File: src/rtl/uart_pkg.sv
// Shared definitions for the UART2 link: FSM state encodings, frame width
// and the parity convention used by both transmitter and receiver.
package uart_pkg;

    localparam int UART_DATA_BITS = 8;

    // Even parity: the parity bit equals the XOR of the data bits.
    localparam logic UART_PARITY_ODD = 1'b0;

    typedef enum logic [2:0] {
        ST_IDLE   = 3'b000,
        ST_START  = 3'b001,
        ST_DATA   = 3'b010,
        ST_PARITY = 3'b011,
        ST_STOP   = 3'b100
    } uart_state_e;

    function automatic logic parity_mismatch(
        input logic [UART_DATA_BITS-1:0] data,
        input logic                      parity_bit
    );
        return (^data) ^ parity_bit ^ UART_PARITY_ODD;
    endfunction

endpackage

File: src/rtl/uart_sync.sv
// Two-flop synchronizer for an asynchronous input, plus a falling-edge
// detector on the synchronized value.
module uart_sync #(
    parameter logic RESET_VAL = 1'b1
) (
    input  logic clk_sis,
    input  logic rst,
    input  logic din,
    output logic dout,
    output logic fall
);

    logic meta_q, meta_d;
    logic sync_q, sync_d;
    logic prev_q, prev_d;

    always_comb begin
        meta_d = din;
        sync_d = meta_q;
        prev_d = sync_q;
    end

    always_ff @(posedge clk_sis or posedge rst) begin
        if (rst) begin
            meta_q <= RESET_VAL;
            sync_q <= RESET_VAL;
            prev_q <= RESET_VAL;
        end else begin
            meta_q <= meta_d;
            sync_q <= sync_d;
            prev_q <= prev_d;
        end
    end

    assign dout = sync_q;
    assign fall = prev_q & ~sync_q;

endmodule

File: src/rtl/uart2_rx.sv
// UART2 receiver: recovers start/8 data/even parity/stop frames from rx2 and
// presents each byte through a one-entry valid/ready holding register.
module uart2_rx
    import uart_pkg::*;
#(
    parameter int CLKS_PER_BIT = 16
) (
    input  logic                      clk_sis,
    input  logic                      rst,
    input  logic                      rx2,
    output logic [UART_DATA_BITS-1:0] data_out,
    output logic                      data_valid,
    input  logic                      data_ready,
    output logic                      parity_err,
    output logic                      frame_err,
    output logic                      overrun,
    output logic                      busy
);

    localparam int CW = $clog2(CLKS_PER_BIT);
    localparam logic [CW-1:0] HALF_LOAD = CW'(CLKS_PER_BIT / 2 - 1);
    localparam logic [CW-1:0] BIT_LOAD  = CW'(CLKS_PER_BIT - 1);
    localparam logic [2:0]    LAST_IDX  = 3'(UART_DATA_BITS - 1);

    logic rx_s, rx_fall;

    uart_sync #(
        .RESET_VAL(1'b1)
    ) u_sync (
        .clk_sis (clk_sis),
        .rst     (rst),
        .din     (rx2),
        .dout    (rx_s),
        .fall    (rx_fall)
    );

    uart_state_e               state_q, state_d;
    logic [CW-1:0]             cnt_q, cnt_d;
    logic [2:0]                idx_q, idx_d;
    logic [UART_DATA_BITS-1:0] shift_q, shift_d;
    logic                      par_q, par_d;
    logic [UART_DATA_BITS-1:0] data_q, data_d;
    logic                      valid_q, valid_d;
    logic                      perr_q, perr_d;
    logic                      ferr_q, ferr_d;
    logic                      ovr_q, ovr_d;
    logic                      busy_q, busy_d;
    logic                      tick;

    always_comb begin
        state_d = state_q;
        cnt_d   = cnt_q;
        idx_d   = idx_q;
        shift_d = shift_q;
        par_d   = par_q;
        data_d  = data_q;
        valid_d = valid_q;
        perr_d  = perr_q;
        ferr_d  = ferr_q;
        ovr_d   = 1'b0;
        tick    = (cnt_q == '0);

        if (valid_q && data_ready) begin
            valid_d = 1'b0;
        end

        if (state_q != ST_IDLE && !tick) begin
            cnt_d = cnt_q - CW'(1);
        end

        case (state_q)
            ST_IDLE: begin
                if (rx_fall) begin
                    state_d = ST_START;
                    cnt_d   = HALF_LOAD;
                end
            end
            ST_START: begin
                if (tick) begin
                    if (!rx_s) begin
                        state_d = ST_DATA;
                        cnt_d   = BIT_LOAD;
                        idx_d   = 3'd0;
                    end else begin
                        state_d = ST_IDLE;
                    end
                end
            end
            ST_DATA: begin
                if (tick) begin
                    shift_d = {rx_s, shift_q[UART_DATA_BITS-1:1]};
                    cnt_d   = BIT_LOAD;
                    if (idx_q == LAST_IDX) begin
                        state_d = ST_PARITY;
                    end else begin
                        idx_d = idx_q + 3'd1;
                    end
                end
            end
            ST_PARITY: begin
                if (tick) begin
                    par_d   = rx_s;
                    cnt_d   = BIT_LOAD;
                    state_d = ST_STOP;
                end
            end
            ST_STOP: begin
                if (tick) begin
                    state_d = ST_IDLE;
                    // A consume on this same edge frees the slot, so the new byte wins.
                    if (!valid_q || data_ready) begin
                        data_d  = shift_q;
                        perr_d  = parity_mismatch(shift_q, par_q);
                        ferr_d  = ~rx_s;
                        valid_d = 1'b1;
                    end else begin
                        ovr_d = 1'b1;
                    end
                end
            end
            default: state_d = ST_IDLE;
        endcase

        busy_d = (state_d != ST_IDLE);
    end

    always_ff @(posedge clk_sis or posedge rst) begin
        if (rst) begin
            state_q <= ST_IDLE;
            cnt_q   <= '0;
            idx_q   <= 3'd0;
            shift_q <= '0;
            par_q   <= 1'b0;
            data_q  <= '0;
            valid_q <= 1'b0;
            perr_q  <= 1'b0;
            ferr_q  <= 1'b0;
            ovr_q   <= 1'b0;
            busy_q  <= 1'b0;
        end else begin
            state_q <= state_d;
            cnt_q   <= cnt_d;
            idx_q   <= idx_d;
            shift_q <= shift_d;
            par_q   <= par_d;
            data_q  <= data_d;
            valid_q <= valid_d;
            perr_q  <= perr_d;
            ferr_q  <= ferr_d;
            ovr_q   <= ovr_d;
            busy_q  <= busy_d;
        end
    end

    assign data_out   = data_q;
    assign data_valid = valid_q;
    assign parity_err = perr_q;
    assign frame_err  = ferr_q;
    assign overrun    = ovr_q;
    assign busy       = busy_q;

endmodule
File: config.mk
export PLATFORM = sky130hd
export DESIGN_NAME = uart2_rx
export DESIGN_NICKNAME = d
export VERILOG_FILES = /design/src/rtl/uart_pkg.sv /design/src/rtl/uart_sync.sv /design/src/rtl/uart2_rx.sv
export SDC_FILE = /design/constraint.sdc
export NUM_CORES = 1
export LEC_CHECK = 0
export ABC_AREA = 1
export CORE_ASPECT_RATIO = 0.6
export CORE_MARGIN = 8
export CORE_UTILIZATION = 55
export DETAILED_ROUTE_END_ITERATION = 8
export GPL_TIMING_DRIVEN = 0
export PLACE_DENSITY = 0.81
export SLEW_MARGIN = 20
export SYNTH_ARGS = -nofsm -noshare
export SYNTH_HDL_FRONTEND = slang
export SYNTH_HIERARCHICAL = 1
export SYNTH_SLANG_ARGS = --single-unit
File: constraint.sdc
create_clock -name clk_sis -period 1.85 [get_ports clk_sis]
set_input_delay 0.37 -clock clk_sis [delete_from_list [all_inputs] [get_ports clk_sis]]
set_output_delay 0.37 -clock clk_sis [all_outputs]
set_load 0.1 [all_outputs]
# Word level (Yosys, flattened, before mapping)
# Cells that the tools add are included.
op_classes:
  addsub: 2
  n_eq_ne: 9
  n_mux: 26
  bitwise: 3
  reduce_logical: 16
op_table:
  columns: ["operator", "count"]
  rows:
  - ["2-to-1 mux 3 bit", 10]
  - ["2-to-1 mux 4 bit", 5]
  - ["case mux 3 bit (5 select lines)", 1]
  - ["case mux 4 bit (3 select lines)", 1]
  - ["!= test 2 bit, second input constant", 4]
  - ["XOR reduction 8 bit", 1]
  - ["2-to-1 mux 1 bit", 7]
  - ["equality test 3 x 2 -> 1 bit, second input constant", 2]
  - ["equality test 3 bit, second input constant", 2]
  - ["case mux 3 bit (2 select lines)", 1]
  - ["nonzero test 3 bit", 2]
  - ["AND reduction 5 bit", 1]
  - ["logical NOT 4 bit", 1]
  - ["AND reduction 2 bit", 2]
  - ["subtractor 4 x 1 -> 4 bit, second input constant", 1]
  - ["adder 3 x 1 -> 3 bit, second input constant", 1]
  - ["equality test 3 x 1 -> 1 bit, second input constant", 1]
  - ["logical NOT 3 bit", 1]
  - ["AND reduction 3 bit", 1]
  - ["logical AND 1 bit", 2]
  - ["logical NOT 1 bit", 2]
  - ["2-to-1 mux 2 bit", 1]
  - ["nonzero test 2 bit", 1]
  - ["OR reduction 2 bit", 1]
  - ["other kinds (4)", 4]
totals:
  regBits: 35
  in_bits: 4
  output_inout_bits: 13
  word_cells: 70

# Longest topological paths before layout
depth:
  word_depth: 7
  mapped_depth: 10

# By module
# Netlist, hierarchy kept.
by_module_without_submodules:
  columns: ["mod", "instances", "cells_each", "area_per_inst_um2", "seq_area_each_um2"]
  rows:
  - ["uart2_rx", 1, 191, 1597.8, 800.8]
  - ["uart_sync", 1, 6, 92.6, 78.8]

# Least setup slack after synthesis
# OpenSTA, ideal clock, no wires.
synth_path:
  kind: "reg2reg"
  start: "reg valid_q, in the netlist data_valid"
  end: "reg perr_q, in the netlist parity_err"
  setup_time_ns: 0.068
  arrival_ns: 1.748
  path_slack_ns: 0.035
  path_stages_with_launch: 8
  path_buffers: 1
  path_cell_list: "dfrtp_1 -> inv_1 -> nor2_1 -> nor2_8 -> inv_4 -> buf_8 -> nand2_1 -> nand2_1"
synth_between:
  elab_chain_len: 3
synth_lines:
  columns: ["element", "line_no", "source"]
  rows:
  - ["start, declared", "uart2_rx.sv:43", "logic valid_q, valid_d;"]
  - ["start signal, assigned", "uart2_rx.sv:147", "valid_q <= valid_d;"]
  - ["logical NOT 1 bit", "uart2_rx.sv:111", "if (!valid_q || data_ready) begin"]
  - ["logical OR 1 bit", "uart2_rx.sv:111", null]
  - ["AND reduction 3 bit (no source line)", null, null]
  - ["end signal, assigned", "uart2_rx.sv:148", "perr_q <= perr_d;"]
  - ["end, declared", "uart2_rx.sv:44", "logic perr_q, perr_d;"]
# No other way between the ends.
# A chain may end at the register's enable or synchronous reset.

# Worst setup path after layout
layout_path:
  start: "reg cnt_q[0]"
  end: "reg perr_q, in the netlist parity_err"
layout_between:
  elab_chain_len: 2
layout_lines:
  columns: ["element", "line_no", "source"]
  rows:
  - ["start, declared", "uart2_rx.sv:38", "logic [CW-1:0] cnt_q, cnt_d;"]
  - ["start signal, assigned", "uart2_rx.sv:142", "cnt_q <= cnt_d;"]
  - ["logical NOT 4 bit", "uart2_rx.sv:61", "tick = (cnt_q == '0);"]
  - ["AND reduction 3 bit (no source line)", null, null]
# No other way between the ends.

==> impl_table.tex <==
\begin{tabular}{lr}
\hline
Metric & Value \\
\hline
\multicolumn{2}{l}{\textbf{Outcome}} \\
Status & finished, final reports clean \\
\multicolumn{2}{l}{\textbf{Setup path}} \\
Critical path buffers and inverters & 4 \\
Arrival time worst endpoint & 1.81 ns \\
Setup Crit Path Kind & flip-flop to flip-flop \\
Worst R2R Setup Slack & 0.22 ns \\
Critical Path Max Stage Delay & 0.38 ns \\
Cell class contributing the biggest share of worst-path delay & simple AND/OR/NAND/NOR gates \\
Worst setup SP type & flip-flop \\
Most common cell type on the critical path & sky130\_fd\_sc\_hd\_\_nand2\_1 \\
Worst path slowest cell & sky130\_fd\_sc\_hd\_\_dfrtp\_1 \\
Crit end category & flip-flop \\
WP data required & 2.03 ns \\
Cell breakdown of the critical path & inv\_1 > ha\_1 > nand3\_4 > clkinv\_4 > nand2\_4 > nor2\_8 > inv\_4 > buf\_8 > nand2\_1 > nand2\_1 \\
Worst Path Max Fanout & 10 \\
\multicolumn{2}{l}{\textbf{Cells and area}} \\
FILL cells & 248 \\
Most common library cell in the layout ignoring fill and taps & sky130\_fd\_sc\_hd\_\_nand2\_1 \\
Number of antenna cells inserted & 0 \\
Layout area overhead & 16.5\% \\
Cell area after layout & 1970 um\^{}2 \\
Layout cells sized above 1 & 22.7\% \\
Post-Route Utilization & 68.1\% \\
Net count of the finished layout & 227 \\
Most frequent cells in the layout & sky130\_fd\_sc\_hd\_\_nand2\_1 (62), sky130\_fd\_sc\_hd\_\_dfrtp\_1 (32), sky130\_fd\_sc\_hd\_\_inv\_1 (23), sky130\_fd\_sc\_hd\_\_nand3\_1 (17), sky130\_fd\_sc\_hd\_\_nor2\_1 (12) \\
\multicolumn{2}{l}{\textbf{Timing}} \\
Sum Neg Setup Slack & 0 ns \\
Worst clock skew on the final layout & 0.00213 ns \\
Setup repair after global routing missed its margin & false \\
Worst Tran Pin Value & around 0.68 ns \\
Worst hold slack & 0.363 ns \\
Tightest slew margin relative to the limit & 54.7\% \\
Highest attainable clock frequency & 615 MHz \\
Final period utilization & about 88\% \\
Clock period minus worst slack & 1.63 ns \\
Finish-stage setup viols & 0 \\
Final count of hold timing violations & 0 \\
Total count of max-transition violations in the final report & 0 \\
\multicolumn{2}{l}{\textbf{Clock tree}} \\
Buffer levels on the longest clock path & 2 \\
Root Driver & sky130\_fd\_sc\_hd\_\_clkbuf\_8 \\
Total number of clock tree sinks & 35 \\
Num CTS Buffers & 5 \\
Number of levels the H-tree was split into & 2 \\
TritonCTS clock tree & yes \\
Setup repair bufs after CTS & 0 \\
Post-CTS Hold Buffers & 0 \\
Clock slew at the register clock pins of the worst setup and hold paths & $\sim$0.070 ns \\
Skew-Pair Late Insertion Delay & 0.29 ns \\
\multicolumn{2}{l}{\textbf{Global routing}} \\
Largest net degree at the start of global routing & 33 \\
Overflow left after global routing & 0 \\
Number of global-route vias before repair & 1255 \\
Global-route wire length before repair & just under 6000 um \\
Overall global routing resource usage & 15.5\% \\
Antenna violations before repair & 0 \\
\multicolumn{2}{l}{\textbf{Die}} \\
Total die area & approximately 5200 um\^{}2 \\
Y dimension of the die & 58.9 um \\
\# rows & 15 \\
Initial core utilization & 58.5\% \\
Total I/O pin count & 17 \\
Die width & 87.6 um \\
Core Box Area & 2890 um\^{}2 \\
\multicolumn{2}{l}{\textbf{Power}} \\
Worst voltage drop across the vdd grid & 0.663 mV \\
Power density over the cells & 1320 nW/um\^{}2 \\
LEAKAGE & 1.01 nW \\
\multicolumn{2}{l}{\textbf{Synth}} \\
Post-synthesis share of cell area spent on xor and xnor gates & 0.518\% \\
Sequential cell area fraction in the yosys report & 52.0\% \\
Mean instance size in the synthesized netlist & 8.58 um\^{}2 \\
Mux share of post-synthesis cell area & 0\% \\
Synth area leader & sky130\_fd\_sc\_hd\_\_dfrtp\_1 \\
Adder-cell share of the synthesized area & $\sim$2.2\% \\
Cell variety after synth & 28 \\
Syn Inst Count & 197 \\
Basic-gate share of the synthesized area counting and, or, nand and nor cells & 27.8\% \\
Seq cells post-synth & 35 \\
Combinational family with the most area after synthesis & simple AND/OR/NAND/NOR gates \\
Cell types occupying the most area after synthesis & sky130\_fd\_sc\_hd\_\_dfrtp\_1 (47\%), sky130\_fd\_sc\_hd\_\_nand2\_1 (14\%), sky130\_fd\_sc\_hd\_\_inv\_1 (5.3\%) \\
Compound-gate portion of the synthesized area & 8.44\% \\
Yosys warning count & 6 \\
Post-Syn Nets & 204 \\
Portion of synthesized cell area occupied by the leading cell type & between 40\% and 50\% \\
Syn Std Cell Area & 1690 um\^{}2 \\
\multicolumn{2}{l}{\textbf{Route}} \\
Via count & 1298 \\
Total Routed Length & 3500 um \\
DR vias/cell & 4.95 \\
Initial DRC Count & 86 \\
Remaining antenna violation count & 0 \\
Routed wirelength normalized by instance count & 13.3 um \\
Number of design rule violations left after detail routing & 0 \\
First-pass iteration count of the detailed router & 4 \\
\multicolumn{2}{l}{\textbf{Min path}} \\
Worst hold path type & flip-flop to flip-flop \\
\multicolumn{2}{l}{\textbf{Placed design}} \\
Detailed Place HPWL & $\sim$2600 um \\
Area after DPL & 1900 um\^{}2 \\
Input/output buffers & 16 \\
Placer congestion estimate & 0.876 \\
\multicolumn{2}{l}{\textbf{Flow run}} \\
Count of maximum capacitance violations & 0 \\
\hline
\end{tabular}
## cell type report
cell class | count | area (um^2) | area share, %
clock inverters | 1 | 5.00 | 0.254
repair buffers | 16 | 139 | 7.05
multi-input cells | 128 | 659 | 33.5
clock buffers | 6 | 82.6 | 4.19
inverters | 31 | 124 | 6.29
well taps | 42 | 52.6 | 2.67
plain buffers | 3 | 27.5 | 1.40
flip-flops and latches | 35 | 880 | 44.7
## cells in the mapped netlist
| cell type | number |
|---|---|
| sky130_fd_sc_hd__a21oi_1 | 1 |
| sky130_fd_sc_hd__and2_1 | 1 |
| sky130_fd_sc_hd__buf_2 | 1 |
| sky130_fd_sc_hd__buf_4 | 1 |
| sky130_fd_sc_hd__buf_8 | 1 |
| sky130_fd_sc_hd__clkinv_4 | 1 |
| sky130_fd_sc_hd__dfrtp_1 | 32 |
| sky130_fd_sc_hd__dfstp_2 | 3 |
| sky130_fd_sc_hd__ha_1 | 3 |
| sky130_fd_sc_hd__inv_1 | 24 |
| sky130_fd_sc_hd__inv_2 | 5 |
| sky130_fd_sc_hd__inv_4 | 1 |
| sky130_fd_sc_hd__nand2_1 | 62 |
| sky130_fd_sc_hd__nand2_2 | 2 |
| sky130_fd_sc_hd__nand2_4 | 1 |
| sky130_fd_sc_hd__nand3_1 | 17 |
| sky130_fd_sc_hd__nand3_2 | 1 |
| sky130_fd_sc_hd__nand3_4 | 1 |
| sky130_fd_sc_hd__nand4_1 | 2 |
| sky130_fd_sc_hd__nor2_1 | 12 |
| sky130_fd_sc_hd__nor2_2 | 1 |
| sky130_fd_sc_hd__nor2_4 | 1 |
| sky130_fd_sc_hd__nor2_8 | 1 |
| sky130_fd_sc_hd__o211ai_1 | 1 |
| sky130_fd_sc_hd__o21ai_0 | 10 |
| sky130_fd_sc_hd__o21ai_1 | 2 |
| sky130_fd_sc_hd__o21ai_2 | 8 |
| sky130_fd_sc_hd__xor2_1 | 1 |
## metrics by stage
step	worst slack, ns	power, mW	cells
after floorplan	0.0349	1.82	197
after global placement	0.0102	1.96	255
after detailed placement	-0.0347	2.05	255
after CTS	0.000147	2.60	262
after global routing	0.106	2.78	262
final	0.224	2.59	262
## final timing paths
kind | start | to | cells after the start
worst max-delay path | cnt_q[0] | parity_err | 10
worst min-delay path | u_sync/meta_q | u_sync/dout | 0
worst max register to register | cnt_q[0] | parity_err | 10
worst min register to register | u_sync/meta_q | u_sync/dout | 0
max in group asynchronous | rst | idx_q[2] | 2
min in group asynchronous | rst | u_sync/prev_q | 2
## where the power goes
part | leakage [nW] | switching (mW) | internal [mW]
Clock | 0.0470 | 0.265 | 0.292
Combinational | 0.536 | 0.645 | 0.308
Sequential | 0.432 | 0.142 | 0.940
Total | 1.01 | 1.05 | 1.54
## cells by family (layout without fill, tap and decap cells)
logic type	after synthesis	in the layout
buffers and inverters	34	57
AO/OA/AOI/OAI	22	22
adder cells (fa/ha/maj)	3	3
AND/OR/NAND/NOR	102	102
flip-flops	35	35
XOR/XNOR	1	1
## sequential cells by signal, summed over array words and instances (netlist names)
name and count:
u_sync/meta_q 1, idx_q 3, u_sync/prev_q 1, frame_err 1
shift_q 8, data_out 8, data_valid 1, parity_err 1
overrun 1, par_q 1, busy 1, state_q 3
cnt_q 4, u_sync/dout 1
## metal layers
metal	global-route usage, %	part of all wire [%]	up-vias
met5	0	0	-
met4	9.47	2.5	0
met3	6.93	7.8	10
met2	22.5	45	38
met1	18.3	45	591
li1	-	-	659
## repair_timing
item,in CTS,in global routing
pin swaps,0,0
gates resized for setup,33,6
endpoints found under the setup margin,13,6
endpoints found under the hold margin,0,0
(Power assumes the default switching activity.)
